**src/rtl/pixel_readout_pkg.sv**
```systemverilog
// pixel_readout shared types: FSM states and FIFO entry layout.
// Imported by the interface, the FIFO and the top.
package pixel_readout_pkg;

  localparam int PR_DATA_BITS = 8;

  typedef enum logic [1:0] {
    IDLE,
    CONVERT,
    READ
  } state_t;

  typedef struct packed {
    logic [PR_DATA_BITS-1:0] data;
    logic                    last;
  } fifo_entry_t;

endpackage

```
**src/rtl/pixel_readout_if.sv**
```systemverilog
// pixel_readout output stream: valid/ready with a frame-end tag.
// master drives data/valid/last, slave drives ready.
interface pixel_readout_if
  import pixel_readout_pkg::*;
#(
  parameter int DATA_BITS = PR_DATA_BITS
) ();

  logic [DATA_BITS-1:0] out_data;
  logic                 out_valid;
  logic                 out_ready;
  logic                 out_last;

  modport master (
    output out_data,
    output out_valid,
    output out_last,
    input  out_ready
  );

  modport slave (
    input  out_data,
    input  out_valid,
    input  out_last,
    output out_ready
  );

endinterface

```
**src/rtl/pixel_readout_sync_fifo.sv**
```systemverilog
// sync_fifo: single-clock FIFO, power-of-two depth.
// A push into a full FIFO is accepted only alongside a pop.
module sync_fifo #(
  parameter int WIDTH = 9,
  parameter int DEPTH = 4
) (
  input  logic             clk,
  input  logic             rst_n,
  input  logic             push_i,
  input  logic [WIDTH-1:0] data_i,
  input  logic             pop_i,
  output logic [WIDTH-1:0] data_o,
  output logic             full_o,
  output logic             empty_o
);

  localparam int AW = $clog2(DEPTH);

  logic [WIDTH-1:0] mem_q [DEPTH];
  logic [AW-1:0]    wr_q;
  logic [AW-1:0]    rd_q;
  logic [AW:0]      cnt_q;
  logic             wr_en;
  logic             rd_en;

  assign empty_o = (cnt_q == '0);
  assign full_o  = (cnt_q == (AW+1)'(DEPTH));
  assign rd_en   = pop_i && !empty_o;
  assign wr_en   = push_i && (!full_o || rd_en);
  assign data_o  = mem_q[rd_q];

  // pointers and occupancy
  always_ff @(posedge clk or negedge rst_n) begin
    if (!rst_n) begin
      wr_q  <= '0;
      rd_q  <= '0;
      cnt_q <= '0;
    end else begin
      if (wr_en) wr_q <= wr_q + AW'(1);
      if (rd_en) rd_q <= rd_q + AW'(1);
      unique case ({wr_en, rd_en})
        2'b10:   cnt_q <= cnt_q + (AW+1)'(1);
        2'b01:   cnt_q <= cnt_q - (AW+1)'(1);
        default: ;
      endcase
    end
  end

  // storage; contents are don't-care until written
  always_ff @(posedge clk) begin
    if (wr_en) mem_q[wr_q] <= data_i;
  end

endmodule

```
**src/rtl/pixel_readout.sv**
```systemverilog
// pixel_readout: ramp capture per pixel, row push into an output FIFO.
// Optional PIXEL_READOUT_TEST_PATTERN_EN adds test_mode (index pattern).
module pixel_readout
  import pixel_readout_pkg::*;
#(
  parameter int PIXEL_ARRAY_WIDTH  = 2,
  parameter int PIXEL_ARRAY_HEIGHT = 2,
  parameter int DATA_BITS          = PR_DATA_BITS,
  parameter int FIFO_DEPTH         = 4
) (
  input  logic clk,
  input  logic reset,
  input  logic convert,
  input  logic [DATA_BITS-1:0] d_ramp,
  input  logic [PIXEL_ARRAY_WIDTH*PIXEL_ARRAY_HEIGHT-1:0] comp,
  input  logic read,
  input  logic [PIXEL_ARRAY_HEIGHT-1:0] row_select,
`ifdef PIXEL_READOUT_TEST_PATTERN_EN
  input  logic test_mode,
`endif
  output logic overflow,
  pixel_readout_if.master out
);

  localparam int W  = PIXEL_ARRAY_WIDTH;
  localparam int H  = PIXEL_ARRAY_HEIGHT;
  localparam int N  = W * H;
  localparam int IW = (N > 1) ? $clog2(N) : 1;
  localparam int CW = (W > 1) ? $clog2(W) : 1;

  state_t               state_q;
  logic                 conv_q;
  logic [DATA_BITS-1:0] samp_q [N];
  logic [N-1:0]         flag_q;
  logic [H-1:0]         rs_q;
  logic [H-1:0]         rs_prev_q;
  logic                 push_q;
  logic [CW-1:0]        col_q;
  logic [IW-1:0]        pix_q;
  logic                 last_row_q;
  logic                 done_q;
  logic                 ovf_q;

  logic           conv_rise;
  logic           conv_fall;
  logic           tmode;
  logic           rs_ok;
  logic           chg;
  logic           in_prog;
  logic           col_end;
  logic           drop;
  logic [IW-1:0]  start_pix;
  logic [DATA_BITS:0] wr_ent;
  logic [DATA_BITS:0] rd_ent;
  logic           f_full;
  logic           f_empty;

  assign conv_rise = convert && !conv_q;
  assign conv_fall = !convert && conv_q;

`ifdef PIXEL_READOUT_TEST_PATTERN_EN
  assign tmode = test_mode;
`else
  assign tmode = 1'b0;
`endif

  assign rs_ok   = (rs_q != '0) && ((rs_q & (rs_q - H'(1))) == '0);
  assign chg     = (state_q == READ) && rs_ok && (rs_q != rs_prev_q);
  assign col_end = (col_q == CW'(W - 1));
  assign in_prog = push_q && !col_end;
  assign drop    = push_q && f_full && !out.out_ready;
  assign wr_ent  = {samp_q[pix_q], last_row_q && col_end};

  // first flat pixel index of the newly selected row
  always_comb begin
    start_pix = '0;
    for (int r = 0; r < H; r++) begin
      if (rs_q[r]) start_pix = IW'(r * W);
    end
  end

  // per-pixel ramp capture, saturation at convert end
  always_ff @(posedge clk or negedge reset) begin
    if (!reset) begin
      conv_q <= 1'b0;
      flag_q <= '0;
      for (int i = 0; i < N; i++) samp_q[i] <= '0;
    end else begin
      conv_q <= convert;
      for (int i = 0; i < N; i++) begin
        if (conv_rise) begin
          flag_q[i] <= 1'b0;
        end else if (conv_fall) begin
          if (tmode) samp_q[i] <= DATA_BITS'(i);
          else if (!flag_q[i]) samp_q[i] <= '1;
          flag_q[i] <= 1'b1;
        end else if (convert && comp[i] && !flag_q[i]) begin
          samp_q[i] <= d_ramp;
          flag_q[i] <= 1'b1;
        end
      end
    end
  end

  // row change detection and column walk of the push
  always_ff @(posedge clk or negedge reset) begin
    if (!reset) begin
      rs_q       <= '0;
      rs_prev_q  <= '0;
      push_q     <= 1'b0;
      col_q      <= '0;
      pix_q      <= '0;
      last_row_q <= 1'b0;
    end else begin
      rs_q      <= row_select;
      rs_prev_q <= rs_q;
      if (conv_rise) begin
        push_q <= 1'b0;
      end else if (chg) begin
        push_q     <= 1'b1;
        col_q      <= '0;
        pix_q      <= start_pix;
        last_row_q <= rs_q[H-1];
      end else if (push_q) begin
        col_q <= col_q + CW'(1);
        pix_q <= pix_q + IW'(1);
        if (col_end) push_q <= 1'b0;
      end
    end
  end

  // frame FSM, sticky overflow, last-row-pushed flag
  always_ff @(posedge clk or negedge reset) begin
    if (!reset) begin
      state_q <= IDLE;
      ovf_q   <= 1'b0;
      done_q  <= 1'b0;
    end else begin
      if (conv_rise) ovf_q <= 1'b0;
      else if ((chg && in_prog) || drop) ovf_q <= 1'b1;
      if (conv_rise) done_q <= 1'b0;
      else if (push_q && last_row_q && col_end) done_q <= 1'b1;
      if (convert) begin
        state_q <= CONVERT;
      end else begin
        unique case (state_q)
          IDLE:    ;
          CONVERT: if (read) state_q <= READ;
          READ:    if (done_q && f_empty && !push_q) state_q <= IDLE;
          default: state_q <= IDLE;
        endcase
      end
    end
  end

  sync_fifo #(
    .WIDTH (DATA_BITS + 1),
    .DEPTH (FIFO_DEPTH)
  ) u_fifo (
    .clk     (clk),
    .rst_n   (reset),
    .push_i  (push_q),
    .data_i  (wr_ent),
    .pop_i   (out.out_ready),
    .data_o  (rd_ent),
    .full_o  (f_full),
    .empty_o (f_empty)
  );

  assign out.out_valid = !f_empty;
  assign out.out_data  = f_empty ? '0 : rd_ent[DATA_BITS:1];
  assign out.out_last  = !f_empty && rd_ent[0];
  assign overflow      = ovf_q;

endmodule

```
**src/flat_wrapper.sv**
```systemverilog
// flat-port wrapper written by rule: the top's interface ports become plain ports
module pixel_readout_flat import pixel_readout_pkg::*;
#(
  parameter int PIXEL_ARRAY_WIDTH  = 2,
  parameter int PIXEL_ARRAY_HEIGHT = 2,
  parameter int DATA_BITS          = PR_DATA_BITS,
  parameter int FIFO_DEPTH         = 4
)
  (clk, reset, convert, d_ramp, comp, read, row_select, overflow, out_out_data, out_out_valid, out_out_last, out_out_ready);
  pixel_readout_if #(.DATA_BITS(DATA_BITS)) out_i ();
  input  logic clk;
  input  logic reset;
  input  logic convert;
  input  logic [DATA_BITS-1:0] d_ramp;
  input  logic [PIXEL_ARRAY_WIDTH*PIXEL_ARRAY_HEIGHT-1:0] comp;
  input  logic read;
  input  logic [PIXEL_ARRAY_HEIGHT-1:0] row_select;
  output logic overflow;
  output wire logic [$bits(out_i.out_data)-1:0] out_out_data;
  output wire logic [$bits(out_i.out_valid)-1:0] out_out_valid;
  output wire logic [$bits(out_i.out_last)-1:0] out_out_last;
  input wire logic [$bits(out_i.out_ready)-1:0] out_out_ready;
  assign out_out_data = out_i.out_data;
  assign out_out_valid = out_i.out_valid;
  assign out_out_last = out_i.out_last;
  assign out_i.out_ready = out_out_ready;
  pixel_readout #(.PIXEL_ARRAY_WIDTH(PIXEL_ARRAY_WIDTH), .PIXEL_ARRAY_HEIGHT(PIXEL_ARRAY_HEIGHT), .DATA_BITS(DATA_BITS), .FIFO_DEPTH(FIFO_DEPTH)) u_core (.clk(clk), .reset(reset), .convert(convert), .d_ramp(d_ramp), .comp(comp), .read(read), .row_select(row_select), .overflow(overflow), .out(out_i));
endmodule
```
**config.mk**
```make
export PLATFORM = sky130hd
export DESIGN_NAME = pixel_readout_flat
export DESIGN_NICKNAME = d
export VERILOG_FILES = /design/src/rtl/pixel_readout_pkg.sv /design/src/rtl/pixel_readout_if.sv /design/src/rtl/pixel_readout_sync_fifo.sv /design/src/rtl/pixel_readout.sv /design/src/flat_wrapper.sv
export SDC_FILE = /design/constraint.sdc
export NUM_CORES = 1
export LEC_CHECK = 0
export CAP_MARGIN = 15
export CORE_ASPECT_RATIO = 1.4
export CORE_MARGIN = 2
export CORE_UTILIZATION = 29
export DETAILED_ROUTE_END_ITERATION = 8
export GPL_ROUTABILITY_DRIVEN = 0
export PLACE_DENSITY = 0.47
export SLEW_MARGIN = 20
export SYNTH_ARGS = -nofsm -noshare
export SYNTH_HDL_FRONTEND = slang
export SYNTH_HIERARCHICAL = 1
export SYNTH_SLANG_ARGS = --single-unit
```
**constraint.sdc**
```tcl
create_clock -name clk -period 2.6 [get_ports clk]
set_clock_uncertainty 0.15 [all_clocks]
set_input_delay 0.78 -clock clk [delete_from_list [all_inputs] [get_ports clk]]
set_output_delay 0.78 -clock clk [all_outputs]
set_load 0.01 [all_outputs]
```
==> results of run 1 <==
[cells by family after synthesis]
logic type / synth area share, %
flip-flops: 60.8
AND/OR/NAND/NOR: 12.3
XOR/XNOR: 0.849
adder cells (fa/ha/maj): 2.31
AO/OA/AOI/OAI: 10.1
multiplexers: 10.0
buffers and inverters: 3.64
[per-layer routing]
| layer | track usage (%) | vias to the layer above | wire [um] |
|---|---|---|---|
| met3 | 1.93 | 10 | 187 |
| met4 | 5.07 | 0 | 172 |
| li1 | - | 1237 | - |
| met5 | 0 | - | 0 |
| met2 | 18.8 | 35 | 4060 |
| met1 | 13.0 | 1222 | 3420 |
[sequential cells by signal (all words and copies together), names as in the netlist, 2 cells and up]
name	flops
u_core/u_fifo/mem_q	36
u_core/u_fifo/rd_q	2
u_core/u_fifo/wr_q	2
u_core/flag_q	4
u_core/rs_q	2
u_core/state_q	2
u_core/rs_prev_q	2
u_core/pix_q	2
u_core/samp_q	32
u_core/u_fifo/cnt_q	3
[cell usage after synthesis, types with 2 or more instances]
cell	count
dfrtp_1	57
nor2_1	48
a21oi_1	38
edfxtp_1	36
mux4_2	17
inv_1	16
nand2_1	10
nor2b_1	10
buf_2	9
o21ai_0	8
ha_1	6
and2_1	5
a21boi_0	4
a31oi_1	4
buf_4	4
clkbuf_1	4
nor3_4	4
xnor2_1	4
nand2b_1	3
a22oi_1	2
and2b_2	2
mux2i_1	2
o211ai_1	2
o221ai_1	2
or3_1	2
[final cells by class]
class | count | area, um2
inverters | 16 | 60.1
clock buffers | 9 | 225
clock inverters | 7 | 87.6
repair buffers | 58 | 632
multi-input cells | 192 | 1490
well taps | 185 | 231
flip-flops and latches | 93 | 2510
fillers | 1408 | 8670
[repair_timing]
item,CTS,global route
pin swaps,0,3
resized for setup,38,10
buffers inserted,2,5
gates cloned,1,0
setup endpoints to repair,10,24
[worst max-delay path, delay by kind of cell, from the launching register on]
| kind | cells | cell delay [ns] |
|---|---|---|
| multiplexers | 1 | 0.47 |
| flip-flops | 1 | 0.43 |
| buffers and inverters | 2 | 0.31 |
| AND/OR/NAND/NOR | 1 | 0.13 |
[stage by stage]
stage	setup slack (ns)	hold WS, ns	power, uW
finish	-0.00545	0.241	5050
global route	-0.0762	0.243	5370
CTS	-0.0724	0.242	5020
detailed placement	-0.293	0.226	3650
global placement	-0.250	0.218	3610
floorplan	0.0430	0.211	3060
[final timing paths]
check | endpoint | slack, ns | cells past startpoint
setup / recovery | out_out_data[3] | -0.005 | 4
hold / removal | u_core/rs_prev_q[0] | 0.24 | 0
setup reg to reg | u_core/u_fifo/cnt_q[1] | 0.09 | 9
hold reg to reg | u_core/rs_prev_q[0] | 0.24 | 0
max in group asynchronous | u_core/u_fifo/cnt_q[0] | 1.72 | 2
min in group asynchronous | u_core/samp_q[1] | 0.26 | 2
[where the power goes]
part,internal (uW),switching (uW),total [uW]
sequential,1890,220,2110
clock,771,594,1370
combinational,882,694,1580
total,3540,1510,5050
==> impl_metrics.toml, run 1 <==
[global_routing]
antenna_found_initial = 0
gr-total-overflow = 0
grt_max_degree = 58
grt_pass1_vias = 2503
grt_usage_pct = 10.9
grt_pass1_wl_mm = 12.8

[yosys]
synth_area_um2 = 4120
yosys_warnings = 6
synth_edf_count = 36
syn_area_per_cell_um2 = 13.0
synth-seq-area-share_pct = 60.8
yosysTopAreaCell = "dfrtp_1"
ys_ff_latch = 93
synth_cell_types = 44
synth_top_area_share_pct = 34.6
synth_nets = 344
synth_async_sr_flop_share_pct = 61.3
synth-main-ff-cell = "dfrtp_1"
syn_inst = 318
synthTopCellsByArea = "dfrtp_1, edfxtp_1, mux4_2, a21oi_1, nor2_1"

[min_path]
hold_class = "register to register"
min-delay-start = "u_core/rs_q[0]"

[floorplanning]
start_util_pct = 29.6
fp.dieH_um = 145
die_area_um2 = 15200
io_pins = 30
die_x_um = 105
row_count = 51
coreArea_um2 = 13900

[pwr]
power.density_nw_per_um2 = 963
power_leakage_uw = 0.00204
worst_ir_drop_vdd_v = 0.000430

[sta]
finalSetupViolations = 5
final.setup.tns_ns = -0.0170
layout_min_cycle_time_ns = 2.61
report.final.hold_viol_count = 0
slew_violations = 0
fin_crit_sh_pct = 100
rsz0062_at_grt = "true"
tightest_slew_ns = 0.606
timing.final.ws_setup_ns = -0.00545
fmax_mhz = 384
slew_headroom_pct = 59.5

[clocking]
clk_pin_slew_worst_paths_ns = 0.07
cts_sinks = 93
insertion_delay_ns = 0.34
cts_tree = "done"
cts-htree-levels = 3
cts_buffers = 9
clk_path_buf_depth = 2
clockRootBuffer = "clkbuf_16"
postCtsHoldBufs = 0

[cells_and_area]
area_growth_pct = 27.1
final_util_pct = 37.7
antenna_cells = 0
instances_no_fill = 560
final_common_cell = "dfrtp_1"
finalInstanceArea_um2 = 5240
nets = 396
drive_gt1_share_pct = 24.8
layout_common_cells = "dfrtp_1, nor2_1, a21oi_1"

[critical_path]
slowest_stage = "mux4_2"
endpoint_kind = "primary output"
path_cells = "clkbuf_16, mux4_2, nor2b_1, buf_2"
cpPeakStageDelay_ns = 0.47
r2r_start = "u_core/u_fifo/cnt_q[0]"
cp.arrival_ns = 1.68
required_ns = 1.67
crit_start = "u_core/u_fifo/rd_q[0]"
path_class = "register to primary output"
critPathMaxFanout = 4
startpoint_type = "register"

[routing]
wl_mm = 7.83
first_pass_iters = 6
viasPerCell = 4.47
ant_nets = 0
vias = 2504
drc = 0
initialDrtViolationCount = 47
wl_per_cell_um = 14.0

[place]
hpwl_mm = 5.21
dp.cells = 536
dpl_cell_area_um2 = 4810
numPortBuffers = 29

[flow_run]
cap_violations = 0

[run_status]
violations = "negative setup slack"
status = "complete, but fails checks"
Note: power is estimated with default switching activity, not from simulation.
==> run 2: changes to the inputs <==
Settings changed: ABC_CLOCK_PERIOD_IN_PS from default to 2600, TNS_END_PERCENT from default to 20.
==> run 2 against run 1 <==
The run still ends with negative setup slack left. Highest routed layer unchanged. Combinational power is 3% lower. Routed wire length shrank 0.52%. Global-route usage stayed put. Maximum frequency increased by 0.11%. First-iteration DRC count rose by 34%. Die area did not move. Total power fell by 0.49%. Critical endpoint unchanged. Register-to-register slack better by 0.05 ns. Hold slack unchanged. Critical path depth unchanged. Worst setup slack improved by 0.0029 ns. Sequential share of layout area increased by 0.38 points.
==> impl_metrics.toml, run 2 (synthesis results as in run 1) <==
[run_status]
violations = "negative setup slack"
status = "complete, but fails checks"

[critical_path]
timing.rr.end = "u_core/u_fifo/cnt_q[1]"
reg2reg_slack_ns = 0.14
path_class = "register to primary output"
cp.arrival_ns = 1.67
required_ns = 1.67
endpoint_kind = "primary output"
r2r_start = "u_core/u_fifo/cnt_q[1]"
r2r_cells = 9
startpoint_type = "register"
critPathMaxFanout = 4

[place]
numPortBuffers = 29
dp.cells = 536
hpwl_mm = 5.21

[sta]
timing.final.ws_setup_ns = -0.00257
slew_headroom_pct = 55.0
holdWs_ns = 0.241
fmax_mhz = 384
slew_violations = 0
report.final.hold_viol_count = 0
tightest_slew_ns = 0.672
finalSetupViolations = 3
layout_min_cycle_time_ns = 2.60
fin_crit_sh_pct = 100
final.setup.tns_ns = -0.00608
rsz0062_at_grt = "true"

[cells_and_area]
antenna_cells = 0
top_regs = "u_core/u_fifo/mem_q (36), u_core/samp_q (32), u_core/flag_q (4)"
largest_register = "u_core/u_fifo/mem_q"
layout_common_cells = "dfrtp_1, nor2_1, a21oi_1"
multi_input_area_um2 = 1500
regArea_um2 = 2510
drive_gt1_share_pct = 24.5
area_growth_pct = 26.1
instances_no_fill = 556
largest_reg_flops = 36
final_common_cell = "dfrtp_1"
nFillCells = 1409
nets = 392

[routing]
first_pass_iters = 5
drc = 0
viasPerCell = 4.48
ant_nets = 0
wl_mm = 7.79
initialDrtViolationCount = 63
wl_per_cell_um = 14.0
vias = 2489

[min_path]
min-delay-start = "u_core/rs_q[0]"
hold_path_depth = 0
hold_class = "register to register"
hold_end = "u_core/rs_prev_q[0]"

[floorplanning]
start_util_pct = 29.6
row_count = 51
coreArea_um2 = 13900
die_area_um2 = 15200
io_pins = 30
fp.dieH_um = 145
die_x_um = 105

[pwr]
power_leakage_uw = 0.00201
worst_ir_drop_vdd_v = 0.000429
power.density_nw_per_um2 = 966

[global_routing]
gr-total-overflow = 0
grt_pass1_vias = 2503
grt_pass1_wl_mm = 12.8
antenna_found_initial = 0
grt_max_degree = 58
grt_usage_pct = 10.9

[clocking]
clockRootBuffer = "clkbuf_16"
cts_tree = "done"
cts_buffers = 9
clk_pin_slew_worst_paths_ns = 0.07
insertion_delay_ns = 0.34
cts_sinks = 93
postCtsHoldBufs = 0
cts-htree-levels = 3
clk_path_buf_depth = 2

[flow_run]
cap_violations = 0
## run 2: changes by cell type in the layout (fill, tap and decap cells not counted), sizes merged
cell / delta
clkdlybuf4s50: -1
dlymetal6s2s: +1
buf: -4
## run 2: worst max path at each step
| stage | slack (ns) | start | cells after the start | to |
|---|---|---|---|---|
| 6_report | -0.003 | u_core/u_fifo/rd_q[0] | 4 | out_out_data[3] |
| 5_1_grt | -0.07 | u_core/u_fifo/rd_q[0] | 4 | out_out_data[0] |
| 4_1_cts | -0.07 | u_core/u_fifo/rd_q[0] | 4 | out_out_data[7] |
| 3_5_place_dp | -0.29 | out_out_ready | 7 | u_core/u_fifo/cnt_q[1] |
| 3_3_place_gp | -0.25 | out_out_ready | 7 | u_core/u_fifo/cnt_q[1] |
| 2_1_floorplan | 0.04 | out_out_ready | 7 | u_core/u_fifo/cnt_q[1] |
## run 2: report_power, final
group | total, uW | internal, uW | switching (uW)
clock | 1360 | 771 | 593
sequential | 2120 | 1890 | 226
combinational | 1540 | 858 | 686
## run 2: layout make-up
type	count	area share (%)
well taps	185	4.45
multi-input cells	192	28.9
inverters	16	1.15
clock inverters	7	1.68
flip-flops and latches	93	48.3
clock buffers	9	4.33
repair buffers	54	11.2
## run 2: layer usage
metal | track usage, % | vias to the layer above | routed length (um) | share of wire [%]
met2 | 18.8 | 37 | 4010 | 52
met3 | 1.93 | 10 | 204 | 2.6
met4 | 5.07 | 0 | 168 | 2.2
li1 | - | 1238 | - | -
met5 | 0 | - | 0 | 0
met1 | 13.0 | 1204 | 3400 | 44
## run 2: per-stage QoR
stage | instance area, um2 | setup WS (ns) | utilization (%) | total power (uW)
finish | 5200 | -0.00257 | 37.4 | 5020
global route | 5200 | -0.0722 | 37.4 | 5340
global placement | 4810 | -0.250 | 34.6 | 3610
CTS | 5120 | -0.0724 | 36.8 | 5020
detailed placement | 4810 | -0.293 | 34.6 | 3650
floorplan | 4120 | 0.0430 | - | 3060
## run 2: what timing repair did
action | 4_1_cts | 5_1_grt
endpoints found under the setup margin | 10 | 24
gates cloned | 1 | 0
setup buffers | 2 | 1
resized for setup | 38 | 14
pin swaps | 0 | 1
## run 2: critical path: stages, from the launching register on
cell,delay [ns]
dfrtp_2,0.43
clkbuf_16,0.17
mux4_2,0.47
nor2b_1,0.13
buf_2,0.13
==> run 3: changes to the inputs <==
Settings changed: GPL_TIMING_DRIVEN from default to 0.
==> run 3 against run 2 <==
The flow still finishes with violations (negative setup slack). Non-clock buffer count is 5 higher. Sequential share of layout area rose by 1.0 points. First-iteration DRC count up 51%. Critical endpoint is now out_out_data[2]. Highest routed layer unchanged.
==> impl_metrics.toml, run 3 (synthesis results as in run 1) <==
[sta]
rsz0062_at_grt = "true"
timing.final.ws_setup_ns = -0.0976
final.setup.tns_ns = -0.537
slew_violations = 0
report.final.hold_viol_count = 0
fmax_mhz = 371
finalSetupViolations = 8
fin_crit_sh_pct = 104
layout_min_cycle_time_ns = 2.70
slew_headroom_pct = 55.6
tightest_slew_ns = 0.666

[critical_path]
endpoint_kind = "primary output"
crit_buf_inv = 3
cp.arrival_ns = 1.77
startpoint_type = "register"
cpPeakStageDelay_ns = 0.51
slowest_stage = "mux4_2"
required_ns = 1.67
crit_family = "multiplexers"
path_class = "register to primary output"
cpMostUsedCell = "buf_12"
path_cells = "buf_12, buf_12, mux4_2, nor2b_1, buf_2"
critPathMaxFanout = 8

[global_routing]
antenna_found_initial = 0
gr-total-overflow = 0
grt_pass1_vias = 2761
grt_pass1_wl_mm = 14.4
grt_max_degree = 50
grt_usage_pct = 12.4

[clocking]
clk_path_buf_depth = 2
cts_tree = "done"
clk_pin_slew_worst_paths_ns = 0.07
cts-htree-levels = 3
cts_sinks = 93
insertion_delay_ns = 0.34
postCtsHoldBufs = 0
clockRootBuffer = "clkbuf_16"
cts_buffers = 9

[floorplanning]
die_x_um = 105
row_count = 51
fp.dieH_um = 145
start_util_pct = 29.6
die_area_um2 = 15200
io_pins = 30
coreArea_um2 = 13900

[cells_and_area]
top_regs = "u_core/u_fifo/mem_q (36), u_core/samp_q (32), u_core/flag_q (4)"
final_common_cell = "dfrtp_1"
antenna_cells = 0
nets = 397
largest_register = "u_core/u_fifo/mem_q"
area_growth_pct = 23.5
layout_common_cells = "dfrtp_1, nor2_1, a21oi_1"
drive_gt1_share_pct = 23.4
largest_reg_flops = 36

[pwr]
power_leakage_uw = 0.00197
intPower_uw = 3340
power.density_nw_per_um2 = 950
p_sw_uw = 1490
p_clk_share_pct = 25.1
power_frac_comb_pct = 32.3
worst_ir_drop_vdd_v = 0.000348
power.total_uw = 4840
seqPwrFrac_pct = 42.6
swShare_pct = 30.8

[routing]
viasPerCell = 4.64
wl_per_cell_um = 15.4
initialDrtViolationCount = 95
ant_nets = 0
first_pass_iters = 4
drc = 0
wl_mm = 8.62
vias = 2605

[place]
numPortBuffers = 29
hpwl_mm = 5.72
place_ws_ns = -0.599

[run_status]
status = "complete, but fails checks"
violations = "negative setup slack"

[flow_run]
cap_violations = 0

[min_path]
hold_class = "primary input to async pin"
-- run 3: changes by cell type in the layout (fill, tap and decap cells not counted), sizes merged --
cell / delta
dlygate4sd2: +2
clkinvlp: +1
clkinv: +2
clkdlybuf4s50: -1
clkbuf: +5
bufinv: -1
dlymetal6s2s: -1
inv: -3
buf: +1
-- run 3: per-layer routing --
metal	wire length [um]	up-vias	GRT usage, %
li1	-	1240	-
met1	3440	1304	13.6
met2	4690	49	22.3
met3	325	12	2.88
met4	161	0	5.53
met5	0	-	0
-- run 3: worst reg2reg max path, stage by stage (launching register included) --
cell	delay, ns
dfrtp_1	0.45
buf_2	0.21
or3_4	0.40
fa_1	0.51
inv_1	0.06
a32oi_1	0.21
o211ai_1	0.12
-- run 3: path summary, 6_finish.rpt --
path	start	to	slack, ns	depth (start not counted)
max in group asynchronous	reset	u_core/u_fifo/cnt_q[0]	1.69	2
setup reg to reg	u_core/push_q	u_core/u_fifo/cnt_q[1]	0.35	6
hold reg to reg	u_core/rs_q[0]	u_core/rs_prev_q[0]	0.23	0
setup / recovery	u_core/u_fifo/rd_q[0]	out_out_data[2]	-0.1	5
hold / removal	reset	u_core/samp_q[22]	0.10	1
min in group clk	u_core/rs_q[0]	u_core/rs_prev_q[0]	0.23	0
-- run 3: what timing repair did --
| action | 4_1_cts | 5_1_grt |
|---|---|---|
| pin swaps | 3 | 1 |
| endpoints found under the setup margin | 23 | 40 |
| buffers inserted | 5 | 6 |
| gates cloned | 0 | 1 |
| gates resized for setup | 51 | 14 |
-- run 3: final cells by class --
class                   instances  area, um2
fillers                      1428       8820
flip-flops and latches         93       2510
multi-input cells             192       1500
repair buffers                 42        372
well taps                     185        231
clock buffers                  10        229
plain buffers                  17        144
inverters                      16       60.1
clock inverters                 6       46.3
-- run 3: power by group through the flow --
stage	Combinational [uW]	Clock, uW	Sequential (uW)
after floorplan	1030	0	2030
after global placement	1460	0	2060
after detailed placement	1510	0	2070
after CTS	1550	1260	2060
after global routing	1760	1310	2090
final	1560	1220	2060
-- run 3: per-stage QoR --
| step | cell area [um2] | instances | hold slack, ns | util [%] |
|---|---|---|---|---|
| 2_1_floorplan | 4120 | 318 | 0.211 | - |
| 3_3_place_gp | 4650 | 532 | 0.222 | 33.4 |
| 3_5_place_dp | 4670 | 533 | 0.223 | 33.6 |
| 4_1_cts | 5010 | 554 | 0.0965 | 36.0 |
| 5_1_grt | 5090 | 561 | 0.106 | 36.6 |
| 6_report | 5090 | 561 | 0.104 | 36.6 |
